`src/rtl/key_pkg.sv`:
```
// rtl/key_pkg.sv - shared state encoding and default timing for the multi-key debouncer
package key_pkg;

   typedef enum logic [1:0] {
      IDLE    = 2'd0,
      PRESS_F = 2'd1,
      DOWN    = 2'd2,
      REL_F   = 2'd3
   } key_st_t;

   // Defaults assume a 50 MHz sys_clk: 20 ms filter, 1 s long press, 200 ms repeat
   localparam int unsigned CNT_MAX_DEF    = 999_999;
   localparam int unsigned LONG_MAX_DEF   = 49_999_999;
   localparam int unsigned REPEAT_MAX_DEF = 9_999_999;

endpackage

```
`src/rtl/key_chan.sv`:
```
// rtl/key_chan.sv - one key channel: 2-flop synchroniser, debounce FSM, long-press timer
// Auto-repeat on long hold is built only when KEY_REPEAT_EN is defined.
module key_chan
   import key_pkg::*;
#(
   parameter int unsigned CNT_MAX    = CNT_MAX_DEF,
   parameter int unsigned LONG_MAX   = LONG_MAX_DEF,
   parameter int unsigned REPEAT_MAX = REPEAT_MAX_DEF
) (
   input  logic sys_clk,
   input  logic sys_rst_n,
   input  logic key_in,
   output logic key_state,
   output logic key_press,
   output logic key_release,
   output logic key_long
);

   localparam int unsigned CW = $clog2(CNT_MAX + 1);
   localparam int unsigned LW = $clog2(LONG_MAX + 1);

   logic          k_meta;
   logic          ksync;
   key_st_t       st;
   logic [CW-1:0] cnt;
   logic [LW-1:0] lcnt;
   logic          long_done;

`ifdef KEY_REPEAT_EN
   localparam int unsigned RW = $clog2(REPEAT_MAX + 1);
   logic [RW-1:0] rcnt;
`else
   // REPEAT_MAX stays a legal override but has no effect without auto-repeat
   if (REPEAT_MAX == 0) begin : g_no_repeat
   end
`endif

   // Flops reset to 1 so a released key is seen as released straight out of reset
   always_ff @(posedge sys_clk or negedge sys_rst_n) begin
      if (!sys_rst_n) begin
         k_meta <= 1'b1;
         ksync  <= 1'b1;
      end else begin
         k_meta <= key_in;
         ksync  <= k_meta;
      end
   end

   always_ff @(posedge sys_clk or negedge sys_rst_n) begin
      if (!sys_rst_n) begin
         st          <= IDLE;
         cnt         <= '0;
         lcnt        <= '0;
         long_done   <= 1'b0;
         key_state   <= 1'b0;
         key_press   <= 1'b0;
         key_release <= 1'b0;
         key_long    <= 1'b0;
`ifdef KEY_REPEAT_EN
         rcnt        <= '0;
`endif
      end else begin
         key_press   <= 1'b0;
         key_release <= 1'b0;
         key_long    <= 1'b0;
         case (st)
            IDLE: begin
               if (!ksync) begin
                  st  <= PRESS_F;
                  cnt <= '0;
               end
            end
            PRESS_F: begin
               if (ksync) begin
                  st  <= IDLE;
                  cnt <= '0;
               end else if (cnt == CW'(CNT_MAX)) begin
                  st        <= DOWN;
                  key_press <= 1'b1;
                  key_state <= 1'b1;
               end else begin
                  cnt <= cnt + CW'(1);
               end
            end
            DOWN: begin
               // lcnt parks at LONG_MAX; long_done keeps key_long to one pulse per press
               if (!long_done) begin
                  if (lcnt == LW'(LONG_MAX)) begin
                     key_long  <= 1'b1;
                     long_done <= 1'b1;
                  end else begin
                     lcnt <= lcnt + LW'(1);
                  end
               end
`ifdef KEY_REPEAT_EN
               if (ksync) begin
                  rcnt <= '0;
               end else if (long_done) begin
                  if (rcnt == RW'(REPEAT_MAX)) begin
                     rcnt      <= '0;
                     key_press <= 1'b1;
                  end else begin
                     rcnt <= rcnt + RW'(1);
                  end
               end
`endif
               if (ksync) begin
                  st  <= REL_F;
                  cnt <= '0;
               end
            end
            REL_F: begin
               if (!ksync) begin
                  st <= DOWN;
               end else if (cnt == CW'(CNT_MAX)) begin
                  st          <= IDLE;
                  key_release <= 1'b1;
                  key_state   <= 1'b0;
                  lcnt        <= '0;
                  long_done   <= 1'b0;
               end else begin
                  cnt <= cnt + CW'(1);
               end
            end
            default: st <= IDLE;
         endcase
      end
   end

endmodule

```
`src/rtl/key_debounce_multi.sv`:
```
// rtl/key_debounce_multi.sv - KEY_NUM independent active-low key debouncers
// Optional auto-repeat on long hold: define KEY_REPEAT_EN.
module key_debounce_multi
   import key_pkg::*;
#(
   parameter int unsigned KEY_NUM    = 4,
   parameter int unsigned CNT_MAX    = CNT_MAX_DEF,
   parameter int unsigned LONG_MAX   = LONG_MAX_DEF,
   parameter int unsigned REPEAT_MAX = REPEAT_MAX_DEF
) (
   input  logic               sys_clk,
   input  logic               sys_rst_n,
   input  logic [KEY_NUM-1:0] key_in,
   output logic [KEY_NUM-1:0] key_state,
   output logic [KEY_NUM-1:0] key_press,
   output logic [KEY_NUM-1:0] key_release,
   output logic [KEY_NUM-1:0] key_long
);

   for (genvar i = 0; i < KEY_NUM; i++) begin : g_chan
      key_chan #(
         .CNT_MAX    (CNT_MAX),
         .LONG_MAX   (LONG_MAX),
         .REPEAT_MAX (REPEAT_MAX)
      ) u_chan (
         .sys_clk     (sys_clk),
         .sys_rst_n   (sys_rst_n),
         .key_in      (key_in[i]),
         .key_state   (key_state[i]),
         .key_press   (key_press[i]),
         .key_release (key_release[i]),
         .key_long    (key_long[i])
      );
   end

endmodule

```
`config.mk`:
```
export PLATFORM = sky130hd
export DESIGN_NAME = key_debounce_multi
export DESIGN_NICKNAME = d
export VERILOG_FILES = /design/src/rtl/key_pkg.sv /design/src/rtl/key_chan.sv /design/src/rtl/key_debounce_multi.sv
export SDC_FILE = /design/constraint.sdc
export NUM_CORES = 1
export LEC_CHECK = 0
export ABC_AREA = 1
export ABC_CLOCK_PERIOD_IN_PS = 2100
export BUFFER_PORTS_ARGS = -buffer_cell sky130_fd_sc_hd__buf_2
export CORE_MARGIN = 4
export CORE_UTILIZATION = 60
export DETAILED_ROUTE_END_ITERATION = 8
export GPL_ROUTABILITY_DRIVEN = 0
export GPL_TIMING_DRIVEN = 0
export PLACE_DENSITY = 0.76
export SLEW_MARGIN = 20
export SYNTH_ARGS = -nofsm -noshare
export SYNTH_HDL_FRONTEND = slang
export SYNTH_SLANG_ARGS = --single-unit
```
`constraint.sdc`:
```
create_clock -name sys_clk -period 2.1 [get_ports sys_clk]
set_input_delay 0.525 -clock sys_clk [delete_from_list [all_inputs] [get_ports sys_clk]]
set_output_delay 0.525 -clock sys_clk [all_outputs]
set_load 0.03 [all_outputs]
```
# ---- Word-level counts from Yosys, hierarchy flattened
# Index checks and enable logic that the tools add are counted.
dict set report totals {
  ff_bits 220
  inputBits 6
}
dict set report classes {
  add_sub_neg 8
  eq_ne 60
  n_mux 132
  reduce_logical 32
}
# cell count
set ops {}
lappend ops {{2-to-1 mux 26 bit} 16}
lappend ops {{2-to-1 mux 20 bit} 20}
lappend ops {{case mux 20 bit (4 select lines)} 4}
lappend ops {{case mux 26 bit (2 select lines)} 4}
lappend ops {{adder 26 x 1 -> 26 bit, second input constant} 4}
lappend ops {{equality test 26 bit, second input constant} 4}
lappend ops {{adder 20 x 1 -> 20 bit, second input constant} 4}
lappend ops {{equality test 20 bit, second input constant} 4}
lappend ops {{2-to-1 mux 1 bit} 52}
lappend ops {{2-to-1 mux 2 bit} 24}
lappend ops {{AND reduction 5 bit} 8}
lappend ops {{inequality test 2 x 1 -> 1 bit, second input constant} 16}
lappend ops {{inequality test 2 bit, second input constant} 16}
lappend ops {{case mux 2 bit (4 select lines)} 4}
lappend ops {{AND reduction 3 bit} 8}
lappend ops {{equality test 2 bit, second input constant} 8}
lappend ops {{case mux 1 bit (2 select lines)} 8}
lappend ops {{AND reduction 4 bit} 4}
lappend ops {{nonzero test 2 bit} 8}
lappend ops {{inequality test 3 x 1 -> 1 bit, second input constant} 4}
lappend ops {{inequality test 3 bit, second input constant} 4}
lappend ops {{equality test 2 x 1 -> 1 bit, second input constant} 4}
lappend ops {{logical NOT 2 bit} 4}

# ---- Longest topological paths before layout
dict set report logic_depth {
  word_depth 4
  mapped_depth 12
  depth_no_buf 11
}

# ---- Modules after synthesis
# Synthesis repeated with hierarchy kept, for this count alone.
dict set report hier_totals {
  hier_cells 2089
  area_unflattened_um2 14366.3
}
# mod n_inst cells_each area_per_inst_um2
set modules_own_cells {}
lappend modules_own_cells {{key_chan at g_chan[1].u_chan ...} 2 524 3627.2}
lappend modules_own_cells {{key_chan at g_chan[3].u_chan} 1 531 3634.7}
lappend modules_own_cells {{key_chan at g_chan[0].u_chan} 1 510 3477.1}

# ---- Worst setup path before layout
# OpenSTA, ideal clock, no wires.
dict set report synth_timing {
  path_kind {flip-flop to flip-flop}
  startpoint {reg g_chan[3].u_chan.cnt[0]}
  endpoint {reg g_chan[3].u_chan.lcnt[8]}
  arrival_time_ns 1.593
  setup_slack_ns 0.391
  stages_incl_launch_ff 12
  synth_period_minus_slack_ns 1.709
  path_cell_list {dfrtp_1 ha_1 inv_2 nor2_2 inv_1 nor2_1 nand3_1 a21oi_2 nand2_2 buf_6 nand2_1 nand2_1}
}
dict set report synth_between {
  elab_chain_cells 3
}
# element line_no
set synth_rtl {}
lappend synth_rtl {{from (decl)} key_chan.sv:25} ;# logic [CW-1:0] cnt;
lappend synth_rtl {{from (signal assigned)} key_chan.sv:82} ;# cnt <= cnt + CW'(1);
lappend synth_rtl {{from (signal assigned)} key_chan.sv:122} ;# cnt <= cnt + CW'(1);
lappend synth_rtl {{equality test 20 bit} key_chan.sv:115} ;# end else if (cnt == CW'(CNT_MAX)) begin
lappend synth_rtl {{inequality test 2 x 1 -> 1 bit (no source line)} n/a}
lappend synth_rtl {{AND reduction 5 bit (no source line)} n/a}
lappend synth_rtl {{to (signal assigned)} key_chan.sv:92} ;# lcnt <= lcnt + LW'(1);
lappend synth_rtl {{to (decl)} key_chan.sv:26} ;# logic [LW-1:0] lcnt;
# No other way between the ends.
# A chain may end at the register's enable or synchronous reset.

# ---- Final worst setup path
dict set report layout_timing {
  startpoint {reg g_chan[1].u_chan.cnt[0]}
  endpoint {reg g_chan[1].u_chan.cnt[1]}
}
dict set report layout_between {
  elab_chain_cells 4
  elab_cells_between_ends 6
}
# element line_no
set layout_rtl {}
lappend layout_rtl {{from (decl)} key_chan.sv:25}
lappend layout_rtl {{from (signal assigned)} key_chan.sv:82}
lappend layout_rtl {{from (signal assigned)} key_chan.sv:122}
lappend layout_rtl {{adder 20 x 1 -> 20 bit / equality test 20 bit (equally long branches)} n/a}
lappend layout_rtl {{2-to-1 mux 20 bit *} {key_chan.sv:77, key_chan.sv:115}}
lappend layout_rtl {{2-to-1 mux 20 bit (on tied branches)} {key_chan.sv:113, key_chan.sv:74}}
lappend layout_rtl {{case mux 20 bit (4 select lines) *} key_chan.sv:66} ;# case (st)
# Every way passes the cells marked *; elsewhere a longest branch is shown, timed or not. The select of a mux whose other input is x is not followed.

==> results.toml <==
[floorplan]
die-area_um2 = 27600
die_h_um = 166
core_um2 = 24500
start_util_pct = 61.3
io_pins = 22
die_w_um = 166
rows = 57

[setup_path]
end_kind = "flop"
path_class = "flop to flop"
start_kind = "flop"
worstPathRequired_ns = 2.52
crit_fanout = 8
reg2reg_slack_ns = 0.03
arrival_ns = 2.49

[power_and_ir_drop]
power_density_nw_per_um2 = 831
power_mw = 13.8
ir_drop_mv = 0.797
leakagePower_nw = 8.02

[timing]
finalMaxSlewViolations = 0
worst_clock_skew_ns = 0.0235
worst_slew_pin_slew_ns = 0.666
setup_viol_count_final = 0
slew_headroom_pct = 55.6
setup_slack_ns = 0.0314
rsz0062_at_grt = "true"
period_share_pct = 98.5
fin_hold_ws_ns = 0.0833
setup_tns_ns = 0
max_freq_mhz = 483
final-hold-violation-count = 0
min_period_ns = 2.07

[cells_and_area]
layoutNonFillerInstCount = 2752
design_area_um2 = 16600
final_core_util_pct = 67.7
final_nets = 2423
drive_above_1_share_pct = 7.78
num_antenna_cells = 0
syn_to_final_growth_pct = 10.5

[synth]
synth_edf_count = 0
synthTopCellsByArea = "dfrtp_1 35%, nand2_1 22%, nor2_1 11%"
post_synth_inst_count = 2350
synth.top_cell.area_share_pct = 35.4
yosysSeqAreaShare_pct = 36.8
async_flop_share_pct = 100
yosysUniqueCellTypes = 37
avgSynthCellArea_um2 = 6.38
synth_flop_cell = "dfrtp_1"
synth_area_leader_cell = "dfrtp_1"
synth_commonest_cells = "885 x nand2_1, 429 x nor2_1, 240 x inv_1"
syn_nets = 2364
synth_area_um2 = 15000
ys_ff_latch = 220
yosys_warnings = 0
yosysMostFrequentCell = "nand2_1"

[grt]
grt_pass1_wl_mm = 62.7
antenna_found_initial = 0
grt_use_total_pct = 25.7
overflow = 0
grt_max_degree = 76
grt_pass1_vias = 13939

[route]
via_per_inst = 5.33
wl_per_cell_um = 12.9
drt_iter0_markers = 1194
drc = 0
ant_nets = 0
vias = 14661
wl_mm = 35.6
drt_first_pass_iters = 6

[clock_tree]
cts_root_buffer = "clkbuf_16"
cts.path.max_buffers = 3
cts_sinks = 220
clkTransAtPathRegs_ns = 0.06
cts_buffers = 25
tritoncts = "done"
clk-insertion-delay-late_ns = 0.54
htreeDepth = 1

[run_status]
status = "complete, no violations"

[placed_design]
numPortBuffers = 21
pre_cts_slack_ns = -0.0512
hpwl_mm = 26.3
place_area_um2 = 15600
dp_cells = 2697

[flow_run]
drv_cap = 0

[hold_path]
worstHoldPathType = "input port to flop"
cell usage in the layout, fill, tap and decap left out, types with 3 or more instances in the layout:
cell       netlist  final
buf_6           11     11
nand2_1        885    884
buf_2           16     36
nand3_1        153    153
inv_1          240    240
dfstp_2          8      8
nand2_2          6      6
a21oi_1         28     28
dfrtp_2          0      3
nor2_1         429    428
xnor2_1         18     18
dfrtp_1        212    209
o21ai_0         60     60
xor2_1          33     33
o21bai_1        33     33
nor3_1          34     34
inv_2            7      7
a21oi_2          4      4
nor3b_1          8      8
ha_1             8      3
clkbuf_1        12     16
nand4_1         71     71
o21ai_1          7      7
nor2_2           9     10
o2111ai_1        3      3
nand3_2          6      6
bufinv_16        0      4
buf_4           21     29
clkbuf_16        0     25
nand2_4          4      5
clkbuf_8         0      5
clkinv_2         0      5
ha_2             0      3
nor2_4          10     10
area by class of cell:
type	instances	area, µm²
clock inverters	12	169
well taps	324	405
clock buffers	34	709
inverters	247	927
fillers	2200	7890
repair buffers	32	240
flip-flops and latches	220	5520
plain buffers	62	414
multi-input cells	1821	8190
path summary, 6_finish.rpt:
| path | startpoint | end | depth (start not counted) |
|---|---|---|---|
| max reg2reg | g_chan[1].u_chan.cnt[0] | g_chan[1].u_chan.cnt[1] | 8 |
| min | key_in[2] | g_chan[2].u_chan.k_meta | 1 |
| min reg2reg | g_chan[3].u_chan.k_meta | g_chan[3].u_chan.ksync | 0 |
| max in group asynchronous | sys_rst_n | g_chan[1].u_chan.ksync | 3 |
| max | g_chan[1].u_chan.cnt[0] | g_chan[1].u_chan.cnt[1] | 8 |
| min in group asynchronous | sys_rst_n | g_chan[0].u_chan.cnt[6] | 2 |
state kept, by name, indices dropped and copies added (netlist names), named ones only:
name	cells
g_chan.u_chan.st	4
g_chan.u_chan.ksync	4
g_chan.u_chan.key_press	4
g_chan.u_chan.k_meta	4
g_chan.u_chan.key_release	4
g_chan.u_chan.cnt	80
g_chan.u_chan.key_state	4
g_chan.u_chan.long_done	4
g_chan.u_chan.key_long	4
g_chan.u_chan.lcnt	104
cells by family after synthesis:
logic type / after synthesis / share of synthesized area (%)
compound gates: 140 / 5.46
xor+xnor: 51 / 2.98
fa+ha+maj: 8 / 0.667
buf+inv: 309 / 8.94
flops: 220 / 36.8
simple gates: 1622 / 45.2
report_power, final:
group / internal [mW] / switching [mW]
combinational: 1.20 / 3.03
clock: 2.85 / 1.75
sequential: 4.57 / 0.360
total: 8.62 / 5.15
per-layer routing:
metal / routed length [µm] / track usage (%) / vias up / part of all wire (%)
met1: 16500 / 35.5 / 6734 / 46
met3: 1730 / 2.95 / 64 / 4.9
li1: - / - / 7456 / -
met4: 761 / 6.99 / 0 / 2.1
met2: 16700 / 43.4 / 407 / 47
met5: 0 / 0 / - / 0
critical path: stages (launching register included):
cell and delay [ns]:
dfrtp_1 0.39, ha_2 0.25, nand2_1 0.12, nor2_4 0.22
nand3_1 0.32, nand2_2 0.29, inv_2 0.11, o21ai_0 0.19
nor2_1 0.06
what timing repair did:
item                       CTS  global route
hold buffers                 1             0
setup endpoints to repair   28            91
pin swaps                    1             5
buffers inserted             1             7
hold endpoints to repair    70             0
gates resized for setup      3            10
Note: power is estimated with default switching activity, not from simulation.
